### config.mk
export PLATFORM = sky130hd
export DESIGN_NAME = tff_mode_counter
export DESIGN_NICKNAME = d
export VERILOG_FILES = /design/src/rtl/tff_mode_counter.sv
export SDC_FILE = /design/constraint.sdc
export NUM_CORES = 1
export LEC_CHECK = 0
export ABC_AREA = 0
export CAP_MARGIN = 10
export CORE_AREA = 5 5 42 44
export DETAILED_ROUTE_END_ITERATION = 7
export DIE_AREA = 0 0 47 49
export PLACE_DENSITY = 0.68
export SLEW_MARGIN = 20
export SYNTH_ARGS = -nofsm -noshare
export SYNTH_HDL_FRONTEND = slang
export SYNTH_SLANG_ARGS = --single-unit
### constraint.sdc
create_clock -name clk -period 4.7 [get_ports clk]
set_input_delay 1.41 -clock clk [delete_from_list [all_inputs] [get_ports clk]]
set_output_delay 1.41 -clock clk [all_outputs]
set_load 0.02 [all_outputs]
### src/rtl/tff_mode_counter.sv
// -----------------------------------------------------------------------------
// tff_mode_counter
//
// A WIDTH-bit register built from T flip-flops. Each bit updates as
// q[i] <= q[i] ^ tv[i], and only the toggle vector tv depends on the mode:
//   mode 00  per-bit toggle mask (tv = t)
//   mode 01  binary up count
//   mode 10  binary down count
//   mode 11  parallel load (tv = q ^ d, so q becomes d)
// When an up or down count reaches its limit, tc pulses and the sticky ovf
// flag is set. With SATURATE = 1, q holds at the limit instead of wrapping.
//
// Parameters:
//   WIDTH     number of flip-flops (min 2)
//   SATURATE  0 = wrap at the count limits, 1 = hold at the limit
//   RST_VAL   value loaded into q on reset
//
// Ports:
//   clk      in   system clock, rising edge
//   rst      in   synchronous active-high reset
//   en       in   operation enable (0 = q holds, tc = 0)
//   mode     in   2-bit operation select (see above)
//   t        in   per-bit toggle mask, used in mode 00 only
//   d        in   parallel load data, used in mode 11 only
//   clr_ovf  in   clears the sticky overflow flag (a limit event wins)
//   q        out  flip-flop outputs, registered
//   tc       out  terminal-count pulse, registered
//   ovf      out  sticky overflow/underflow flag, registered
// -----------------------------------------------------------------------------
module tff_mode_counter #(
    parameter int               WIDTH    = 4,
    parameter bit               SATURATE = 1'b0,
    parameter logic [WIDTH-1:0] RST_VAL  = {WIDTH{1'b0}}
) (
    input  logic             clk,
    input  logic             rst,
    input  logic             en,
    input  logic [1:0]       mode,
    input  logic [WIDTH-1:0] t,
    input  logic [WIDTH-1:0] d,
    input  logic             clr_ovf,
    output logic [WIDTH-1:0] q,
    output logic             tc,
    output logic             ovf
);

    localparam logic [1:0] MODE_TOGGLE = 2'b00;
    localparam logic [1:0] MODE_UP     = 2'b01;
    localparam logic [1:0] MODE_DOWN   = 2'b10;
    localparam logic [1:0] MODE_LOAD   = 2'b11;

    logic [WIDTH-1:0] q_q;
    logic [WIDTH-1:0] q_d;
    logic             tc_q;
    logic             tc_d;
    logic             ovf_q;
    logic             ovf_d;

    logic [WIDTH-1:0] up_tv_s;
    logic [WIDTH-1:0] dn_tv_s;
    logic [WIDTH-1:0] tv_s;
    logic             limit_s;

    // Counting toggle vectors: bit i toggles when all lower bits are 1 (up) or 0 (down).
    always_comb begin
        up_tv_s    = {WIDTH{1'b0}};
        dn_tv_s    = {WIDTH{1'b0}};
        up_tv_s[0] = 1'b1;
        dn_tv_s[0] = 1'b1;
        for (int i = 1; i < WIDTH; i++) begin
            up_tv_s[i] = up_tv_s[i-1] & q_q[i-1];
            dn_tv_s[i] = dn_tv_s[i-1] & ~q_q[i-1];
        end
    end

    // Limit event: counting past all-ones (up) or past zero (down) while enabled.
    always_comb begin
        limit_s = 1'b0;
        if (en) begin
            case (mode)
                MODE_UP:   limit_s = (q_q == {WIDTH{1'b1}});
                MODE_DOWN: limit_s = (q_q == {WIDTH{1'b0}});
                default:   limit_s = 1'b0;
            endcase
        end else begin
            limit_s = 1'b0;
        end
    end

    // Mode-dependent toggle vector; saturation freezes q at the limit.
    always_comb begin
        tv_s = {WIDTH{1'b0}};
        if (!en) begin
            tv_s = {WIDTH{1'b0}};
        end else if (SATURATE && limit_s) begin
            tv_s = {WIDTH{1'b0}};
        end else begin
            case (mode)
                MODE_TOGGLE: tv_s = t;
                MODE_UP:     tv_s = up_tv_s;
                MODE_DOWN:   tv_s = dn_tv_s;
                MODE_LOAD:   tv_s = q_q ^ d;
                default:     tv_s = {WIDTH{1'b0}};
            endcase
        end
    end

    // Next-state values for q, tc and ovf; a limit event beats clr_ovf.
    always_comb begin
        q_d   = q_q ^ tv_s;
        tc_d  = limit_s;
        ovf_d = ovf_q;
        if (limit_s) begin
            ovf_d = 1'b1;
        end else if (clr_ovf) begin
            ovf_d = 1'b0;
        end else begin
            ovf_d = ovf_q;
        end
    end

    // State registers with synchronous reset.
    always_ff @(posedge clk) begin
        if (rst) begin
            q_q   <= RST_VAL;
            tc_q  <= 1'b0;
            ovf_q <= 1'b0;
        end else begin
            q_q   <= q_d;
            tc_q  <= tc_d;
            ovf_q <= ovf_d;
        end
    end

    assign q   = q_q;
    assign tc  = tc_q;
    assign ovf = ovf_q;

endmodule

==> results of run 1 <==
==> where the power goes <==
part / switching [mW] / internal, mW / total, mW / leakage (nW)
Combinational: 0.0210 / 0.0281 / 0.0491 / 0.185
Clock: 0.0209 / 0.0290 / 0.0499 / 0.0138
Sequential: 0.00603 / 0.0548 / 0.0609 / 0.0491
==> area by class of cell <==
type	instances	share of cell area, %
multi-input combinational	43	47.28
timing repair buffer	19	27.54
sequential	6	17.39
clock buffer	3	3.261
tap	16	2.899
inverter	3	1.630
==> per-stage QoR <==
step / util, % / cell area [um2] / std cells
after floorplan: - / 469.2 / 53
after global placement: 47.68 / 668.1 / 87
after detailed placement: 47.68 / 668.1 / 87
after CTS: 49.29 / 690.7 / 90
after global routing: 49.29 / 690.7 / 90
final: 49.29 / 690.7 / 90
==> cell families (layout without fill, tap and decap cells) <==
group | count (synthesis) | in the layout
mux | 1 | 1
flops | 6 | 6
buf+inv | 4 | 25
xor+xnor | 1 | 1
simple gates | 19 | 19
fa+ha+maj | 4 | 4
compound gates | 18 | 18
==> per-layer routing <==
metal | global-route usage, % | wire, um | up-vias | part of all wire, %
li1 | - | - | 250 | -
met1 | 10.96 | 514 | 222 | 44
met2 | 16.29 | 545 | 13 | 47
met3 | 3.321 | 73 | 4 | 6.3
met4 | 6.912 | 29 | 0 | 2.5
met5 | 0 | 0 | - | 0
==> registers in the layout, summed over array words and instances, names as in the netlist <==
register,flops
q,4
ovf,1
tc,1
==> cell usage after synthesis (2+ instances only) <==
cell                        instances
sky130_fd_sc_hd__a2111oi_0          2
sky130_fd_sc_hd__a21oi_1            3
sky130_fd_sc_hd__and2_1             2
sky130_fd_sc_hd__dfxtp_1            6
sky130_fd_sc_hd__ha_1               4
sky130_fd_sc_hd__inv_1              3
sky130_fd_sc_hd__nand2_1            3
sky130_fd_sc_hd__nand3b_1           2
sky130_fd_sc_hd__o2111ai_1          2
sky130_fd_sc_hd__o21ai_0            6
sky130_fd_sc_hd__or3_1              2
==> final timing paths <==
check | depth (start not counted) | slack [ps] | to
worst max-delay path | 7 | 1580 | q[3]
worst min-delay path | 2 | 470 | ovf
worst max register to register | 4 | 3020 | q[3]
worst min register to register | 2 | 470 | ovf
==> worst reg2reg max path, cell delays in order (launching register included) <==
cell,delay [ps]
sky130_fd_sc_hd__dfxtp_1,400
sky130_fd_sc_hd__or4b_4,520
sky130_fd_sc_hd__and3_4,200
sky130_fd_sc_hd__or3_1,360
sky130_fd_sc_hd__a41oi_2,130
==> results.tsv, run 1 <==
metric	value	unit
combined area of the multi-input logic cells	326.6	um2
detailed-route wire length per cell	12.91	um
number of endpoints with negative hold slack in the final report	0	
area fraction of the dominant cell type after synthesis	25.60	%
library cell with the largest summed area after synthesis	sky130_fd_sc_hd__dfxtp_1	
number of buffers added to fix hold violations after cts	0	
ratio of total power to cell area	231.5	nW/um2
DRC violations left	0	
critical setup path kind	in -> reg	
root buffer selected by CTS	sky130_fd_sc_hd__clkbuf_4	
chip width	47	um
number of nets with antenna violations after routing	0	
Max-slew headroom	67.47	%
most used flip-flop cell after synthesis	sky130_fd_sc_hd__dfxtp_1	
share of synthesized cell area in and, or, nand and nor gates	27.20	%
hpwl dp	894.5	um
top cells by area in the synthesized netlist	sky130_fd_sc_hd__dfxtp_1 (26%), sky130_fd_sc_hd__ha_1 (11%), sky130_fd_sc_hd__o21ai_0 (6.4%)	
setup violators final	0	
highest-delay cell along the critical path	sky130_fd_sc_hd__or4b_4	
post-synthesis share of cell area spent on xor and xnor gates	1.867	%
share of async-settable or async-resettable flops after synthesis	0	%
number of enable-type register cells in the synthesized netlist	0	
number of buffers inserted by post-CTS setup repair	0	
GRT Resource Usage Total	10.27	%
type of the most critical hold path	reg -> reg	
Worst-Margin Slew	475.7	ps
maximum frequency from static timing analysis	0.3205	GHz
Clock transition at path regs	50	ps
Sinks on Clock Net	6	
flip-flop and latch count after synthesis	6	
number of global-route vias before repair	447	
part of the Yosys area used for sequential elements	25.60	%
ratio of cells with drive above 1 in the final layout	10.81	%
antenna violations before repair	0	
pre-CTS setup slack	1323	ps
Starting Density	33.48	%
RePlAce Congestion	0.7666	
average cell area after synthesis	8.853	um2
delay of the slowest critical-path stage	470	ps
detail-routed via count per cell	5.433	
series of cell instances along the critical path	clkdlybuf4s50_1 -> inv_1 -> ha_1 -> or4b_4 -> and3_4 -> or3_1 -> a41oi_2	
max-slew violation count	0	
DRT Pass-1 Iters	2	
core box area	1401	um2
main combinational cell family by area after synthesis	compound AO/OA/AOI/OAI gates	
critical path's top delay family	simple AND/OR/NAND/NOR gates	
top fanout value on the critical path	4	
share of the clock period used by the worst path	66.38	%
final setup TNS	0	ps
post-synthesis adder-cell area fraction	10.67	%
FILL cells	155	
first-pass GRT wire length	1690	um
Worst Setup Start Kind	input pin	
critical path data arrival time	3290	ps
Maximum Capacitance Violations	0	
area of the die	2303	um2
min Tclk post-route	3120	ps
H-tree depth	1	
Final Total Pwr	0.1599	mW
Worst Hold Launch	ovf	
signed area change from the synthesized netlist to the final layout	47.20	%
share of cell area taken by muxes after synthesis	2.133	%
compound-cell area share of the yosys netlist	27.73	%
RSZ-0062 raised after global routing	no	
final-stage net count	94	
number of buffers created by CTS	3	
most common library cell in the layout ignoring fill and taps	sky130_fd_sc_hd__clkdlybuf4s50_1	
total number of yosys warnings	0	
synthesized cell area	469.2	um2
commonest cells after routing, fill and taps aside	sky130_fd_sc_hd__clkdlybuf4s50_1 (19), sky130_fd_sc_hd__o21ai_0 (6), sky130_fd_sc_hd__dfxtp_1 (6)	
post-synthesis cell count	53	
worst-case clock skew	6.725	ps
number of top-level pins	20	
sum of overflow across all layers after global routing	0	
number of buffers and inverters on the critical path	2	
Final Hold Slack	469.3	ps
Port Buffer Count	19	
result of the run	finished, final reports clean	
maximum number of pins on one net before global-route repair	12	
number of resized instances in the post-cts repair step	0	
syn_nets	71	
Antenna Cells	0	
Vert. Die Dim	49	um
number of DRC violations after detailed-routing iteration 0	2	
IR Drop Worst-Case VDD	0.1122	mV
required time of the critical path	4870	ps
clock tree from TritonCTS	built	
footprint of the flip-flops and latches	120.1	um2
kind of end point of the critical path	flop	
LEAKAGE	0.2475	nW
Bufs on Longest Clock Path	2	
insertion delay to the later sink of the worst-skew pair	250	ps
beginning of the critical path	mode[0]	
launch point of the worst reg-to-reg path	q[0]	
crit path setup slack, layout	1580	ps
Via Count	489	
Site Rows	14	
total wire length	1162	um
number of library cell types mapped by synthesis	29	
Power figures use the tool's default switching activity.
==> run 2: changes to the inputs <==
==> constraint.sdc (replaced) <==
create_clock -name clk -period 2.95 [get_ports clk]
set_input_delay 0.885 -clock clk [delete_from_list [all_inputs] [get_ports clk]]
set_output_delay 0.885 -clock clk [all_outputs]
set_load 0.02 [all_outputs]
==> results of run 2 <==
Same layout as run 1 (identical final DEF). Status: finished, final reports clean.
Among the figures that moved: final weighted congestion in routability-driven placement 0.7666 -> 0.7667; setup slack after placement 1323 ps -> 97.80 ps; setup slack after layout 1580 ps -> 355.3 ps; register-to-register setup slack 3020 ps -> 1270 ps; total power 0.1599 mW -> 0.2547 mW; worst IR drop on VDD 0.1122 mV -> 0.1788 mV
